File: src/rtl/gpio_mmio_pkg.sv
// ---------------------------------------------------------------------------
// gpio_mmio_pkg
// Purpose : Shared address map and decode helpers for the memory-mapped GPIO
//           peripheral. Offsets are byte addresses within the peripheral's
//           256-byte window. Each channel register is one 32-bit word.
// Contents: register base offsets, maximum channel count, and small helpers
//           that split a byte address into region and channel fields.
// ---------------------------------------------------------------------------
package gpio_mmio_pkg;

    localparam logic [7:0] GPI_BASE = 8'h00;
    localparam logic [7:0] GPO_BASE = 8'h20;
    localparam logic [7:0] SET_BASE = 8'h40;
    localparam logic [7:0] CLR_BASE = 8'h60;
    localparam logic [7:0] STATUS   = 8'h80;
    localparam logic [7:0] IRQ_EN   = 8'h84;

    localparam int MAX_CH = 8;

    // Each 32-byte region holds up to MAX_CH word registers
    function automatic logic [2:0] region_of(input logic [7:0] a);
        return a[7:5];
    endfunction

    function automatic logic [2:0] chan_of(input logic [7:0] a);
        return a[4:2];
    endfunction

endpackage

File: src/rtl/gpio_sync.sv
// ---------------------------------------------------------------------------
// gpio_sync
// Purpose : Multi-flop synchroniser for a bus of asynchronous input pins.
//           Each bit is treated independently. No attempt is made to keep
//           a multi-bit value coherent across bits.
// Ports   : clk  - rising-edge clock
//           rst  - asynchronous active-low reset (all stages cleared)
//           d    - asynchronous input bits
//           q    - synchronised output, STAGES edges after d
// ---------------------------------------------------------------------------
module gpio_sync #(
    parameter int WIDTH  = 32,
    parameter int STAGES = 2
) (
    input  logic             clk,
    input  logic             rst,
    input  logic [WIDTH-1:0] d,
    output logic [WIDTH-1:0] q
);

    logic [WIDTH-1:0] ff [STAGES];

    always_ff @(posedge clk or negedge rst) begin
        if (!rst) begin
            for (int k = 0; k < STAGES; k++) ff[k] <= '0;
        end else begin
            ff[0] <= d;
            for (int k = 1; k < STAGES; k++) ff[k] <= ff[k-1];
        end
    end

    assign q = ff[STAGES-1];

endmodule

File: src/rtl/gpio_mmio.sv
// ---------------------------------------------------------------------------
// gpio_mmio
// Purpose : Memory-mapped GPIO peripheral on the data-memory bus. It provides
//           N_IN synchronised input channels with per-channel change
//           detection, sticky write-1-to-clear status and a level interrupt.
//           It also provides N_OUT output channels with write, atomic set and
//           atomic clear access.
// Ports   : clk  - rising-edge clock
//           rst  - asynchronous active-low reset
//           sel  - bus access targets this block
//           we   - write strobe (qualified by sel)
//           addr - byte address, addr[1:0] ignored
//           wd   - write data
//           rd   - read data, combinational from registered state
//           gpi  - asynchronous inputs, channel i at [i*WIDTH +: WIDTH]
//           gpo  - registered outputs, same packing
//           irq  - registered level interrupt
// ---------------------------------------------------------------------------
module gpio_mmio
    import gpio_mmio_pkg::*;
#(
    parameter int          N_IN        = 2,
    parameter int          N_OUT       = 2,
    parameter int          WIDTH       = 32,
    parameter int          SYNC_STAGES = 2,
    parameter logic [31:0] GPO_RESET   = 32'h0
) (
    input  logic                   clk,
    input  logic                   rst,
    input  logic                   sel,
    input  logic                   we,
    input  logic [7:0]             addr,
    input  logic [31:0]            wd,
    output logic [31:0]            rd,
    input  logic [N_IN*WIDTH-1:0]  gpi,
    output logic [N_OUT*WIDTH-1:0] gpo,
    output logic                   irq
);

    localparam logic [2:0] ARM_COUNT = 3'(SYNC_STAGES + 1);

    logic                  wr;
    logic [2:0]            region;
    logic [2:0]            chan;
    logic                  is_status;
    logic                  is_irq_en;
    logic [N_IN*WIDTH-1:0] gpi_s;
    logic [N_IN*WIDTH-1:0] prev;
    logic [N_IN-1:0]       chg;
    logic [N_IN-1:0]       status;
    logic [N_IN-1:0]       irq_en;
    logic [N_IN-1:0]       w1c_mask;
    logic [2:0]            arm_cnt;
    logic                  armed;
    logic                  unused_bits;

    assign wr        = sel & we;
    assign region    = region_of(addr);
    assign chan      = chan_of(addr);
    assign is_status = (addr[7:2] == STATUS[7:2]);
    assign is_irq_en = (addr[7:2] == IRQ_EN[7:2]);

    // The byte-lane bits and any data bits beyond the channel width carry
    // no meaning for this block.
    assign unused_bits = ^{addr[1:0], wd};

    for (genvar i = 0; i < N_IN; i++) begin : g_sync
        gpio_sync #(.WIDTH(WIDTH), .STAGES(SYNC_STAGES)) u_sync (
            .clk (clk),
            .rst (rst),
            .d   (gpi[i*WIDTH +: WIDTH]),
            .q   (gpi_s[i*WIDTH +: WIDTH])
        );
    end

    // After reset release, the synchronisers flush their zeros out and let
    // the real pin values through. The resulting edge is not a genuine pin
    // change, so change detection stays disarmed until that flush is over.
    assign armed = (arm_cnt == ARM_COUNT);

    always_ff @(posedge clk or negedge rst) begin
        if (!rst)        arm_cnt <= '0;
        else if (!armed) arm_cnt <= arm_cnt + 3'd1;
    end

    always_ff @(posedge clk or negedge rst) begin
        if (!rst) prev <= '0;
        else      prev <= gpi_s;
    end

    always_comb begin
        chg = '0;
        for (int i = 0; i < N_IN; i++)
            chg[i] = armed && (gpi_s[i*WIDTH +: WIDTH] != prev[i*WIDTH +: WIDTH]);
    end

    // A new change is OR-ed in after the clear mask is applied. If a change
    // and a clear hit the same bit in one cycle, the bit ends up set and the
    // event is not lost.
    assign w1c_mask = (wr && is_status) ? wd[N_IN-1:0] : '0;

    always_ff @(posedge clk or negedge rst) begin
        if (!rst) status <= '0;
        else      status <= chg | (status & ~w1c_mask);
    end

    always_ff @(posedge clk or negedge rst) begin
        if (!rst)                   irq_en <= '0;
        else if (wr && is_irq_en)   irq_en <= wd[N_IN-1:0];
    end

    always_ff @(posedge clk or negedge rst) begin
        if (!rst) irq <= 1'b0;
        else      irq <= |(status & irq_en);
    end

    // Only one address is presented per cycle, so write, set and clear
    // never collide on the same output channel.
    for (genvar o = 0; o < N_OUT; o++) begin : g_out
        logic             hit;
        logic [WIDTH-1:0] gpo_q;

        assign hit = wr && (chan == 3'(o));

        always_ff @(posedge clk or negedge rst) begin
            if (!rst) begin
                gpo_q <= GPO_RESET[WIDTH-1:0];
            end else if (hit) begin
                if (region == region_of(GPO_BASE))      gpo_q <= wd[WIDTH-1:0];
                else if (region == region_of(SET_BASE)) gpo_q <= gpo_q | wd[WIDTH-1:0];
                else if (region == region_of(CLR_BASE)) gpo_q <= gpo_q & ~wd[WIDTH-1:0];
            end
        end

        assign gpo[o*WIDTH +: WIDTH] = gpo_q;
    end

    // Reads of the set and clear aliases return the output register. Reads
    // of unpopulated channels and unmapped addresses return zero.
    always_comb begin
        rd = '0;
        if (is_status) begin
            rd[N_IN-1:0] = status;
        end else if (is_irq_en) begin
            rd[N_IN-1:0] = irq_en;
        end else if (region == region_of(GPI_BASE)) begin
            for (int i = 0; i < N_IN; i++)
                if (chan == 3'(i)) rd[WIDTH-1:0] = gpi_s[i*WIDTH +: WIDTH];
        end else if (region == region_of(GPO_BASE) || region == region_of(SET_BASE) ||
                     region == region_of(CLR_BASE)) begin
            for (int o = 0; o < N_OUT; o++)
                if (chan == 3'(o)) rd[WIDTH-1:0] = gpo[o*WIDTH +: WIDTH];
        end
    end

endmodule
File: config.mk
export PLATFORM = sky130hd
export DESIGN_NAME = gpio_mmio
export DESIGN_NICKNAME = d
export VERILOG_FILES = /design/src/rtl/gpio_mmio_pkg.sv /design/src/rtl/gpio_sync.sv /design/src/rtl/gpio_mmio.sv
export SDC_FILE = /design/constraint.sdc
export NUM_CORES = 1
export LEC_CHECK = 0
export BUFFER_PORTS_ARGS = -buffer_cell sky130_fd_sc_hd__buf_2
export CAP_MARGIN = 20
export CORE_ASPECT_RATIO = 1.75
export CORE_MARGIN = 1.5
export CORE_UTILIZATION = 45
export DETAILED_ROUTE_END_ITERATION = 8
export MAX_ROUTING_LAYER = met4
export PLACE_DENSITY = 0.65
export SLEW_MARGIN = 20
export SYNTH_ARGS = -nofsm -noshare
export SYNTH_HDL_FRONTEND = slang
export SYNTH_SLANG_ARGS = --single-unit
File: constraint.sdc
create_clock -name clk -period 2.61 [get_ports clk]
set_input_delay 0.1305 -clock clk [delete_from_list [all_inputs] [get_ports clk]]
set_output_delay 0.1305 -clock clk [all_outputs]
set_load 0.01 [all_outputs]
==> flow_summary.toml <==
[setup_path]
worst_setup_path_end_kind = "output pin"
required_ps = 2480
rrSetupSlack_ps = 750
arrival_ps = 1930
cp_max_fo = 34
startpoint_type = "input pin"
crit_type = "in2out"

[place]
gp_congestion = 0.821
portBuffers = 202
post-place-cells = 1110
detailed_place_hpwl_mm = 16.7

[clocking]
numClockSinks = 264
cts_buffers = 24
clock_latency_ps = 520
cts_buffer_depth = 3
cts.clk_slew.worst_paths_ps = 60
htree_levels = 1
cts_tree = "built"
cts_root_buffer = "clkbuf_16"
cts_resized = 0

[sta]
finalCriticalPeriod_ps = 2060
clock.fmax_mhz = 486
worst_pin_slew_ps = 642
fin_skew_ps = 11.3
period_share_pct = 78.8
whs_ps = 78.6
setup_viol = 0
slew_headroom_pct = 57.1
rsz0062_at_grt = "no"
final-hold-violation-count = 0
setup-tns-final_ps = 0
slew_violations = 0

[routing]
detail_route.wirelength_mm = 25.3
drt-pass1-iter-count = 5
drt-initial-drc-count = 455
drc_errors = 0
postRouteAntennaNets = 0
wl_per_cell_um = 20.2
viasPerCell = 5.53
num_vias = 6915

[logic_synthesis]
synth_area_um2 = 9530
synth_area_leader_cell = "dfrtp_1"
avgSynthCellArea_um2 = 14.0
synth_ff_type = "dfrtp_1"
yosys-top-cells-area = "dfrtp_1, xnor2_1, a22o_1"
synth_cells = 679
synth.distinct_cells = 29
ys_warn_count = 0
synthArstFlopShare_pct = 100
synth_seq_cells = 264
synth-edff-count = 0
synthDominantCellAreaShare_pct = 69.3
synth.yosys.seq_area_share_pct = 69.3
syn_nets = 789

[cells_and_area]
fillCellCount = 1673
multi_input_area_um2 = 2770
layout.cells.non_filler = 1251
area_growth_pct = 33.7
diodes = 0
nets = 1091
regArea_um2 = 6610
drive_gt1_share_pct = 28.2

[floorplan]
num_io_pins = 205
die-area_um2 = 22100
start_util_pct = 45.7
die_h_um = 196
fp.dieW_um = 113
core_um2 = 20800
row_count = 70

[global_route]
grt_pass1_wl_mm = 39.2
track_usage_pct = 23.7
antenna_found_initial = 0
grt_overflow = 0
grt_pass1_vias = 7180
grt_start_max_net_pins = 85

[job]
max_cap_viol_count = 0

[outcome]
run_status = "finished, final reports clean"

[pwr]
p_per_area_nw_per_um2 = 736
p_leak_uw = 0.00567
ir_worst_vdd_uv = 572

[hold_path]
hold_class = "in2reg"
worst paths after layout:
kind / startpoint / end / cells after the start
worst max-delay path: addr[6] / rd[15] / 6
worst min-delay path: addr[2] / irq_en[0] / 3
worst max register to register: g_sync[0].u_sync.q[3] / status[0] / 5
worst min register to register: g_sync[0].u_sync.ff[63] / g_sync[0].u_sync.q[31] / 0
max in group asynchronous: rst / asynchronous set/reset pin / 3
min in group asynchronous: rst / g_sync[1].u_sync.ff[46] / 2
area by class of cell:
| type | count | share of cell area [%] |
|---|---|---|
| sequential | 264 | 51.8 |
| multi-input combinational | 371 | 21.7 |
| timing repair buffer | 319 | 17.2 |
| clock buffer | 28 | 4.98 |
| tap | 252 | 2.47 |
| clock inverter | 16 | 1.77 |
| inverter | 1 | 0.0294 |
stage by stage:
step / power, µW / setup slack, ps / util [%] / cell area [µm²]
final: 9380 / 554 / 61.2 / 12800
after global routing: 9750 / 460 / 61.2 / 12800
after CTS: 9480 / 597 / 61.2 / 12800
after detailed placement: 5600 / 605 / 52.4 / 10900
after global placement: 5580 / 645 / 52.4 / 10900
after floorplan: 5080 / 957 / - / 9530
critical path, stage by stage:
cell and delay (ps):
buf_2 190, nor2_4 550, buf_12 280, a221oi_1 70
a211oi_1 450, buf_2 230
metal layers:
| metal | track usage [%] | vias up | wire, µm |
|---|---|---|---|
| met5 | - | - | 0 |
| met4 | 11.0 | 0 | 1140 |
| met3 | 2.79 | 59 | 1290 |
| met2 | 38.9 | 283 | 13000 |
| met1 | 29.3 | 3430 | 9880 |
| li1 | - | 3143 | - |
kinds of logic after synthesis:
| logic type | synth area share, % |
|---|---|
| compound gates | 17.9 |
| xor+xnor | 6.06 |
| fa+ha+maj | 0.262 |
| buf+inv | 1.88 |
| flops | 69.3 |
| mux | 1.06 |
| simple gates | 3.53 |
cells in the mapped netlist, types with 3 or more instances:
cell / instances
dfrtp_1: 264
xnor2_1: 66
o21ai_0: 65
a22o_1: 63
a211oi_1: 32
a22oi_1: 32
clkbuf_1: 31
a221oi_1: 30
a21oi_1: 16
nand4_1: 16
nand2_1: 14
buf_2: 11
mux2_2: 9
nor3_1: 4
nor4_1: 4
nor2_1: 3
nor2_2: 3
where the power goes:
| part | switching, µW | internal [µW] |
|---|---|---|
| logic | 515 | 506 |
| clock network | 1560 | 2180 |
| registers | 231 | 4390 |
| total | 2300 | 7080 |
placed cells by master (no fill, tap or decap), types with 3 or more instances in the layout:
cell type      instances
nor3_1                 4
a21oi_1               16
buf_2                201
nand2_1               14
o21ai_0               65
a211oi_1              32
mux2_2                 9
clkbuf_16             24
bufinv_16              4
a22o_1                63
nand4_1               16
clkinvlp_4             3
a221oi_1              30
clkinv_2               3
dfrtp_1              264
a22oi_1               32
xnor2_1               66
nor4_1                 4
dlygate4sd3_1         97
buf_4                 16
buf_12                 4
timing repair:
action / 4_1_cts / 5_1_grt
setup buffers: 0 / 0
hold buffers: 97 / 0
endpoints found under the hold margin: 213 / 0
(Power assumes the default switching activity.)
